### src/rtl/counter_sweep_ctrl.sv
// Sweep controller for an external up/down counter: loads lo, counts lo->hi->lo
// for a requested number of passes, with hold, abort and start validation.
module counter_sweep_ctrl #(
  parameter int N        = 8,
  parameter int PASSES_W = 4
) (
  input  logic                clk,
  input  logic                rst,
  input  logic                start_i,
  input  logic                abort_i,
  input  logic                hold_i,
  input  logic [N-1:0]        lo_i,
  input  logic [N-1:0]        hi_i,
  input  logic [PASSES_W-1:0] passes_i,
  input  logic [N-1:0]        count_i,
  output logic                ctr_load_o,
  output logic [N-1:0]        ctr_load_val_o,
  output logic                ctr_en_o,
  output logic                ctr_up_o,
  output logic                busy_o,
  output logic                done_o,
  output logic                err_o,
  output logic [PASSES_W-1:0] pass_cnt_o
);

  typedef enum logic [2:0] {
    S_IDLE,
    S_LOAD,
    S_UP,
    S_DOWN,
    S_DONE
  } state_t;

  state_t              state_reg, state_next;
  logic [N-1:0]        lo_reg, lo_next;
  logic [N-1:0]        hi_reg, hi_next;
  logic [PASSES_W-1:0] passes_reg, passes_next;
  logic [PASSES_W-1:0] pass_cnt_reg, pass_cnt_next;
  logic                err_reg, err_next;
  logic [PASSES_W-1:0] pass_cnt_inc;
  logic                last_pass;

  // pass_cnt stays below passes_reg while running, so the increment cannot wrap
  assign pass_cnt_inc = pass_cnt_reg + {{(PASSES_W-1){1'b0}}, 1'b1};
  assign last_pass    = (pass_cnt_inc == passes_reg);

  always_ff @(posedge clk) begin
    if (rst) begin
      state_reg    <= S_IDLE;
      lo_reg       <= '0;
      hi_reg       <= '0;
      passes_reg   <= '0;
      pass_cnt_reg <= '0;
      err_reg      <= 1'b0;
    end else begin
      state_reg    <= state_next;
      lo_reg       <= lo_next;
      hi_reg       <= hi_next;
      passes_reg   <= passes_next;
      pass_cnt_reg <= pass_cnt_next;
      err_reg      <= err_next;
    end
  end

  always_comb begin
    state_next    = state_reg;
    lo_next       = lo_reg;
    hi_next       = hi_reg;
    passes_next   = passes_reg;
    pass_cnt_next = pass_cnt_reg;
    err_next      = 1'b0;
    ctr_load_o    = 1'b0;
    ctr_en_o      = 1'b0;
    ctr_up_o      = 1'b0;
    busy_o        = 1'b0;
    done_o        = 1'b0;

    case (state_reg)
      S_IDLE: begin
        if (start_i) begin
          if ((lo_i < hi_i) && (passes_i != '0)) begin
            lo_next       = lo_i;
            hi_next       = hi_i;
            passes_next   = passes_i;
            pass_cnt_next = '0;
            state_next    = S_LOAD;
          end else begin
            err_next = 1'b1;
          end
        end
      end

      S_LOAD: begin
        busy_o = 1'b1;
        if (abort_i) begin
          state_next = S_IDLE;
        end else begin
          ctr_load_o = 1'b1;
          state_next = S_UP;
        end
      end

      S_UP: begin
        busy_o   = 1'b1;
        ctr_up_o = (count_i != hi_reg);
        if (abort_i) begin
          state_next = S_IDLE;
        end else if (!hold_i) begin
          ctr_en_o = 1'b1;
          if (count_i == hi_reg) begin
            state_next = S_DOWN;
          end
        end
      end

      S_DOWN: begin
        busy_o = 1'b1;
        if (abort_i) begin
          state_next = S_IDLE;
        end else if (!hold_i) begin
          if (count_i != lo_reg) begin
            ctr_en_o = 1'b1;
          end else if (last_pass) begin
            pass_cnt_next = pass_cnt_inc;
            state_next    = S_DONE;
          end else begin
            // turn around at lo without a dead cycle
            pass_cnt_next = pass_cnt_inc;
            ctr_en_o      = 1'b1;
            ctr_up_o      = 1'b1;
            state_next    = S_UP;
          end
        end
      end

      S_DONE: begin
        done_o     = 1'b1;
        state_next = S_IDLE;
      end

      default: begin
        state_next = S_IDLE;
      end
    endcase
  end

  assign ctr_load_val_o = lo_reg;
  assign err_o          = err_reg;
  assign pass_cnt_o     = pass_cnt_reg;

endmodule

### config.mk
export PLATFORM = sky130hd
export DESIGN_NAME = counter_sweep_ctrl
export DESIGN_NICKNAME = d
export VERILOG_FILES = /design/src/rtl/counter_sweep_ctrl.sv
export SDC_FILE = /design/constraint.sdc
export NUM_CORES = 1
export LEC_CHECK = 0
export ABC_AREA = 1
export ABC_CLOCK_PERIOD_IN_PS = 1810
export CAP_MARGIN = 5
export CORE_UTILIZATION = 49
export CTS_CLUSTER_SIZE = 20
export DETAILED_ROUTE_END_ITERATION = 8
export PLACE_DENSITY_LB_ADDON = 0.08
export SKIP_LAST_GASP = 1
export SLEW_MARGIN = 20
export SYNTH_ARGS = -nofsm -noshare
export SYNTH_HDL_FRONTEND = slang
export SYNTH_SLANG_ARGS = --single-unit
### constraint.sdc
create_clock -name clk -period 1.81 [get_ports clk]
set_clock_uncertainty 0.1 [all_clocks]
set_input_delay 0.2715 -clock clk [delete_from_list [all_inputs] [get_ports clk]]
set_output_delay 0.2715 -clock clk [all_outputs]
set_load 0.01 [all_outputs]
# Word level (Yosys, flattened, before mapping)
# Index checks and enable logic that the tools add are counted.
# classes
n_addsub	1
eq_ne	17
n_reduce_logical	9
bitwise_logic	2
n_lt_le_gt_ge	1
n_mux	33
# op_table
cell	n
two-way mux 3 bit	9
two-way mux 4 bit	5
!= test 8 bit	2
two-way mux 1 bit	14
!= test 3 bit, second input constant	4
case mux 3 bit (4 select lines)	1
AND reduction 6 bit	2
!= test 2 bit, second input constant	5
equality test 8 bit	1
< comparator 8 bit	1
case mux 4 bit (2 select lines)	1
equality test 3 x 2 -> 1 bit, second input constant	2
OR reduction 3 bit	2
adder 4 x 1 -> 4 bit, second input constant	1
equality test 4 bit	1
case mux 1 bit (2 select lines)	2
nonzero test 4 bit	1
equality test 3 x 1 -> 1 bit, second input constant	1
equality test 3 bit, second input constant	1
logical NOT 3 bit	1
AND reduction 3 bit	1
two-way mux 2 bit	1
NOT 1 bit	2
nonzero test 2 bit	1
logical AND 1 bit	1
# totals
reg_bits	28
output_inout_bits	18

# Logic depth before layout (Yosys ltp)
# Gate-level depths: netlist of run 1.
# logic_depth
depth_word	7
mapped_depth	13

# Worst setup path before layout of run 1
# OpenSTA, ideal clock, no wires.
# synth_timing
path_kind	flip-flop to output port
start	register pass_cnt_reg[0], in the netlist pass_cnt_o[0]
end	output port ctr_up_o
t_required_ps	1439
t_arrival_ps	1360
path_stages_with_launch	8
path_slack_ps	79
n_path_buf	0
path_cell_list	dfxtp_1 > ha_1 > xnor2_1 > o21ai_0 > nor2_1 > nand2_1 > nand4_1 > o21ai_0
# synth_via
elab_chain_len	7
# synth_rtl
item	line_no	rtl
start, declared	38	logic [PASSES_W-1:0] pass_cnt_reg, pass_cnt_next;
start signal, assigned	60	pass_cnt_reg <= pass_cnt_next;
adder 4 x 1 -> 4 bit	44	assign pass_cnt_inc = pass_cnt_reg + {{(PASSES_W-1){1'b0}}, 1'b1};
equality test 4 bit	45	assign last_pass = (pass_cnt_inc == passes_reg);
two-way mux 1 bit	123	end else if (last_pass) begin
two-way mux 1 bit	121	if (count_i != lo_reg) begin
two-way mux 1 bit	120	end else if (!hold_i) begin
two-way mux 1 bit	118	if (abort_i) begin
case mux 1 bit (2 select lines)	78	case (state_reg)
end, declared	19	output logic ctr_up_o,
# Every way passes these cells.

# Final worst setup path of run 1
# layout_timing
start	register pass_cnt_reg[1], in the netlist pass_cnt_o[1]
end	output port ctr_up_o
# Same word-level chain as after synthesis.

==> flow_summary.ini, run 1 <==
[cts]
clk_latency_ps = 280
htreeDepth = 1
cts-root-buf = clkbuf_8
cts_buffer_depth = 2
clk_pin_slew_worst_paths_ps = 100
cts_buffers = 3
clock-sinks = 28
cts-hold-fix-buffers = 0
cts_tree = built

[detailed_routing]
ant_nets = 0
drt_wl_total_um = 7140
wl_per_cell_um = 15.8
post_drt_via_cell_ratio = 5.32
firstDrtPassIters = 4
vias = 2406
drtIter0Drc = 181
drc = 0

[synth]
synth_seq_area_share_pct = 28.1
synthCells = 297
synth_top_area_share_pct = 28.1
syn-num-nets = 338
synth.cell_area_um2 = 2000
ys_warn_count = 0
syn-mean-instance-area_um2 = 6.72
netlist-cell-type-count = 32
ys_ff_latch = 28
synth.area.top_cells = dfxtp_1 28%, nand2_1 14%, inv_1 9.6%, a21oi_2 8.8%, ha_1 5.0%
synth_top_area_cell = dfxtp_1

[outcome]
status = finished with violations
violations = setup timing

[floorplan]
die_w_um = 65.8
io_pins = 51
rows = 22
die_h_um = 65.8
start_util_pct = 53.0
fp.coreArea_um2 = 3770
dieArea_um2 = 4330

[place]
hpwlAfterDp_um = 3820
gp_congestion = 0.814
dpl_cell_area_um2 = 2910
portBuffers = 50

[critical_path]
crit_arrival_ps = 1650
crit_required_ps = 1440
cp-start-kind = flip-flop
path_max_fanout = 2
endpoint_kind = primary output
crit_type = reg2out

[timing]
hold-worst-slack_ps = 178
tightest_slew_ps = 284
fmax_mhz = 494
hold_violations = 0
maxSlewViolCount = 0
relSlewSlack_pct = 81.1
setup_viol_count_final = 6
fin_crit_sh_pct = 112
fin_crit_ps = 2030
fin_ws_ps = -215
rsz0062_at_grt = yes

[grt]
grt_usage_pct = 29.7
grt_pass1_vias = 2244
grt_max_degree = 27
overflow = 0
grt_pass1_wl_um = 9820
antenna_found_initial = 0

[finish]
final_nets = 447
final_common_cell = nand2_1
seq_area_um2 = 573
multi_input_area_um2 = 1350
area_growth_syn_to_layout_pct = 63.0
n_fill_cell = 219
final_area_um2 = 3260
final_cell_mix = 64 x nand2_1, 50 x buf_4, 45 x inv_1
n_antenna_cell = 0
drive_gt1_share_pct = 39.1

[min_path]
hp-class = in2reg

[pwr]
p_total_uw = 3520
leakagePower_uw = 0.00154
power-per-cell-area_nw_per_um2 = 1080
ir_drop_mv = 0.623

[run]
cap_violations = 0
-- synth_stat cells --
master,instances
nand4_4,1
buf_6,4
clkbuf_1,1
inv_1,51
a21oi_2,20
xnor2_1,5
and3_1,1
nand2_4,1
o21ai_1,17
a21oi_1,9
clkinv_2,1
o21bai_1,1
nand3_2,1
ha_1,8
xor2_1,1
o21a_1,1
inv_2,4
a21oi_4,1
nand3_1,16
nand2_2,2
or2_2,1
dfxtp_1,28
nand4_1,4
nor2_1,25
buf_4,2
o21ai_2,6
nor3_1,1
nor2_2,5
nand2_1,74
nor2_4,2
nand2b_1,1
o21ai_0,2
-- kinds of logic (layout without fill, tap and decap cells) --
group	Yosys count	in the layout	share of synthesized area (%)
AOI/OAI and AO/OA	57	57	20.0
xor gates and xnor gates	6	6	2.63
adders and majority gates	8	8	5.01
buffers and inverters	63	170	13.8
DFF	28	28	28.1
and+or+nand+nor	135	135	30.5
-- metal layers --
metal  vias up  wire (um)  part of all wire (%)  track usage [%]
met5         -          0                     0                0
met4         0        303                   4.2             12.5
met3        30        425                   6.0             3.28
met2       117       3610                    50             55.0
met1      1107       2800                    39             33.8
li1       1152          -                     -                -
-- path summary, 6_finish.rpt --
| path | from | to | slack (ps) | cells after the start |
|---|---|---|---|---|
| max | pass_cnt_o[1] | ctr_up_o | -220 | 9 |
| min | hi_i[1] | hi_reg[1] | 180 | 3 |
| max reg2reg | ctr_load_val_o[7] | pass_cnt_o[2] | -60 | 13 |
| min reg2reg | passes_reg[2] | passes_reg[2] | 400 | 2 |
-- per-stage QoR --
step | worst slack, ps | TNS, ps | instances | utilization (%)
6_report | -215 | -615 | 452 | 86.3
5_1_grt | -305 | -1170 | 452 | 86.3
4_1_cts | -173 | -405 | 453 | 83.0
3_5_place_dp | -648 | -12380 | 438 | 77.1
3_3_place_gp | -623 | -11780 | 438 | 77.1
2_1_floorplan | 78.5 | 0 | 297 | -
-- layout make-up --
type                       count  area share [%]
multi-input combinational    206            41.4
timing repair buffer         111            31.4
sequential                    28            17.6
inverter                      56            6.50
tap                           48            1.84
clock buffer                   3            1.27
-- timing repair --
action | in CTS | in global routing
cloned | 3 | 0
setup buffers | 9 | 4
resized for setup | 52 | 47
pin swaps | 21 | 31
setup endpoints to repair | 32 | 22
-- power breakdown --
group | leakage (uW) | switching (uW) | total, uW | internal, uW
clock network | 0.0000216 | 208 | 358 | 150
logic | 0.00128 | 1140 | 2240 | 1100
registers | 0.000234 | 134 | 917 | 783
-- critical path, cell delays in order (launching register included) --
cell     delay (ps)
dfxtp_2         350
ha_4            170
xor2_2          150
nand2_1          80
nand2_1          80
nor2_2          140
nand2_1         100
nand4_1         100
o21ai_1          70
buf_2           140
No activity file was read; power rests on OpenSTA's default activity.
==> inputs of run 2 (changes only) <==
--- a/config.mk
+++ b/config.mk
@@ -7,7 +7,7 @@
 export LEC_CHECK = 0
 export ABC_AREA = 1
 export ABC_CLOCK_PERIOD_IN_PS = 1810
-export CAP_MARGIN = 5
+export CAP_MARGIN = 20
 export CORE_UTILIZATION = 49
 export CTS_CLUSTER_SIZE = 20
 export DETAILED_ROUTE_END_ITERATION = 8
==> results of run 2 <==
No change in the layout: final DEF, timing and power equal those of run 1.
==> RTL change, RTL diff (config.mk and constraints of run 1) <==
Encoding of `state_t`: now one-hot (5 bits for 5 states).
--- a/src/rtl/counter_sweep_ctrl.sv
+++ b/src/rtl/counter_sweep_ctrl.sv
@@ -25,8 +25,8 @@
 
-  typedef enum logic [2:0] {
-    S_IDLE,
-    S_LOAD,
-    S_UP,
-    S_DOWN,
-    S_DONE
+  typedef enum logic [4:0] {
+    S_IDLE = 5'b00001,
+    S_LOAD = 5'b00010,
+    S_UP   = 5'b00100,
+    S_DOWN = 5'b01000,
+    S_DONE = 5'b10000
   } state_t;
Check against the original RTL: no difference found for any inputs over 10 cycles, from zero or initial values and one cycle with rst high; not proved beyond that.
==> RTL change against run 1 <==
  * The run still ends with negative setup slack left
  * Area after synthesis shrank 2.9%
  * Hold slack gained 0.034 ns
  * Total power grew 6.3%
  * Sequential cell count grew 2
  * Via count shrank 10%
  * Routed wire length shrank 22%
  * Design area shrank 2.7%
  * Setup slack lost 0.016 ns
  * Combinational power shrank 4%
  * Largest cell class unchanged
  * Largest power group unchanged
==> RTL change: results (changes against run 1) <==
stage,metric,value,unit,change
status,status,"complete, but fails checks",,unchanged
status,violations,negative setup slack,,unchanged
finish,drive_gt1_share,29.0,%,was 39.1%
worst_hold_path,min_path_cells,3,,unchanged
synthesis,syn_area_per_cell,6.73,µm²,was 6.72 µm²
timing,slew_headroom,81.5,%,was 81.1%
drt,wire_per_inst,12.7,µm,was 15.8 µm
worst_hold_path,hold_class,in -> reg,,unchanged
drt,firstDrtPassIters,4,,unchanged
critical_path,reg2reg_to,state_reg[2]$_SDFFE_PP0P_,,was pass_cnt_o[2]$_SDFFE_PP0P_
finish,diodes,0,,unchanged
drt,drtIter0Drc,118,,was 181
placement,portBuffers,50,,unchanged
synthesis,async_flop_share,0,%,unchanged
placement,place_ws,-0.633,ns,was -0.648 ns
placement,hpwlAfterDp,3510,µm,was 3820 µm
placement,place_area,0.00281,mm²,was 0.00291 mm²
critical_path,crit_fanout,3,,was 2
synthesis,seq_area_frac_synth,31.0,%,was 28.1%
critical_path,crit_slowest_cell,dfxtp_2,,unchanged
critical_path,max_stage_delay,0.36,ns,
synthesis,synth_edf_count,0,,unchanged
timing,setup_ws,-0.231,ns,was -0.215 ns
placement,dp.cells,425,,was 438
pwr,ir_drop,0.662,mV,was 0.623 mV
synthesis,synth_commonest_cells,"nand2_1, inv_1, dfxtp_1",,unchanged
grt,grt_pass1_vias,2089,,was 2244
finish,nFillCells,211,,was 219
cts,path_clk_slew,0.06,ns,was 0.10 ns
critical_path,regToRegSetupSlack,0.07,ns,was -0.06 ns
worst_hold_path,min_to,hi_reg[4]$_SDFFE_PP0P_,,was hi_reg[1]$_SDFFE_PP0P_
pwr,p_int,2.25,mW,was 2.03 mW
timing,whs,0.211,ns,was 0.178 ns
drt,wirelength,5550,µm,was 7140 µm
timing,setup_viol,2,,was 6
synthesis,yosysUniqueCellTypes,29,,was 32
grt,grt_antenna_before_repair,0,,unchanged
pwr,p_leak,1.57,nW,was 1.54 nW
grt,grt_use_total,27.5,%,was 29.7%
grt,grt_pass1_wl,8850,µm,was 9820 µm
cts,cts_root_buffer,clkbuf_8,,unchanged
critical_path,timing.rr.start,pass_cnt_o[1]$_SDFFE_PP0P_,,was ctr_load_val_o[7]$_SDFFE_PP0P_
cts,worstSkewPairLatency,0.28,ns,about the same
placement,gp_congestion,0.897,,was 0.814
timing,setup_tns,-0.459,ns,was -0.615 ns
synthesis,synth_area_leaders,"dfxtp_1, nand2_1, inv_1",,unchanged
synthesis,syn_nets,329,,was 338
drt,via_per_inst,4.94,,was 5.32
synthesis,yosysWarnings,0,,unchanged
cts,htreeDepth,2,,was 1
cts,clockBufferDepth,2,,unchanged
worst_hold_path,hp-start,hi_i[4],,was hi_i[1]
cts,numCtsBuffers,5,,was 3
critical_path,reg2reg_depth,12,,was 13
critical_path,crit_arrival,1.67,ns,was 1.65 ns
grt,grt_max_degree,25,,was 27
## RTL change: changes by cell type in the layout (fill, tap and decap cells not counted), sizes merged, moves of 3 or more
cell          delta
clkbuf           +6
o21ai            -3
dlygate4sd2     -20
dlymetal6s2s    +16
a21oi            -3
nor3             +3
nand4            +3
nand3            -9
buf             -10
## RTL change: how the worst max path moves through the flow
| stage | from | endpoint | slack (ns) | depth (start not counted) |
|---|---|---|---|---|
| final | pass_cnt_o[1]$_SDFFE_PP0P_ | ctr_en_o | -0.23 | 8 |
| after global routing | pass_cnt_o[0]$_SDFFE_PP0P_ | ctr_en_o | -0.35 | 8 |
| after CTS | pass_cnt_o[0]$_SDFFE_PP0P_ | ctr_up_o | -0.24 | 8 |
| after detailed placement | count_i[1] | ctr_up_o | -0.63 | 9 |
| after global placement | count_i[6] | ctr_up_o | -0.61 | 7 |
| after floorplan | pass_cnt_o[0]$_SDFFE_PP0P_ | ctr_up_o | 0.05 | 7 |
## RTL change: per-layer routing
layer | vias to the layer above | track usage [%] | part of all wire (%)
met1 | 999 | 29.6 | 41
met5 | - | 0 | 0
met4 | 0 | 11.9 | 2.7
li1 | 1097 | - | -
met2 | 54 | 51.2 | 52
met3 | 15 | 5.46 | 3.7
## RTL change: final cells by class
class | instances | area, µm² | area share (%)
sequential | 30 | 604 | 19.1
clock buffer | 8 | 110 | 3.47
inverter | 55 | 209 | 6.59
multi-input combinational | 197 | 1260 | 39.6
tap | 48 | 60.1 | 1.89
timing repair buffer | 100 | 930 | 29.3
## RTL change: what timing repair did
action | CTS | global route
setup buffers | 8 | 0
resized for setup | 39 | 41
setup endpoints to repair | 33 | 34
pin swaps | 20 | 22
## RTL change: critical path: cells and delay by family, from the launching register on
family,cells,cell delay [ns]
buf+inv,2,0.28
simple gates,4,0.42
flops,1,0.36
xor+xnor,2,0.34
## RTL change: cells by family (layout without fill, tap and decap cells)
| logic type | after synthesis | count (layout) | synth area share, % |
|---|---|---|---|
| AOI/OAI and AO/OA | 49 | 49 | 13.6 |
| DFF | 30 | 30 | 31.0 |
| adders and majority gates | 8 | 8 | 5.16 |
| and+or+nand+nor | 130 | 130 | 32.1 |
| xor gates and xnor gates | 10 | 10 | 4.52 |
| buffers and inverters | 61 | 163 | 13.6 |
## RTL change: power groups by stage
stage | clock network [mW] | logic (mW) | registers [mW]
after floorplan | 0 | 1.07 | 1.01
after global placement | 0 | 1.79 | 0.960
after detailed placement | 0 | 1.83 | 0.967
after CTS | 0.633 | 1.96 | 0.957
after global routing | 0.663 | 2.34 | 0.988
final | 0.632 | 2.14 | 0.965
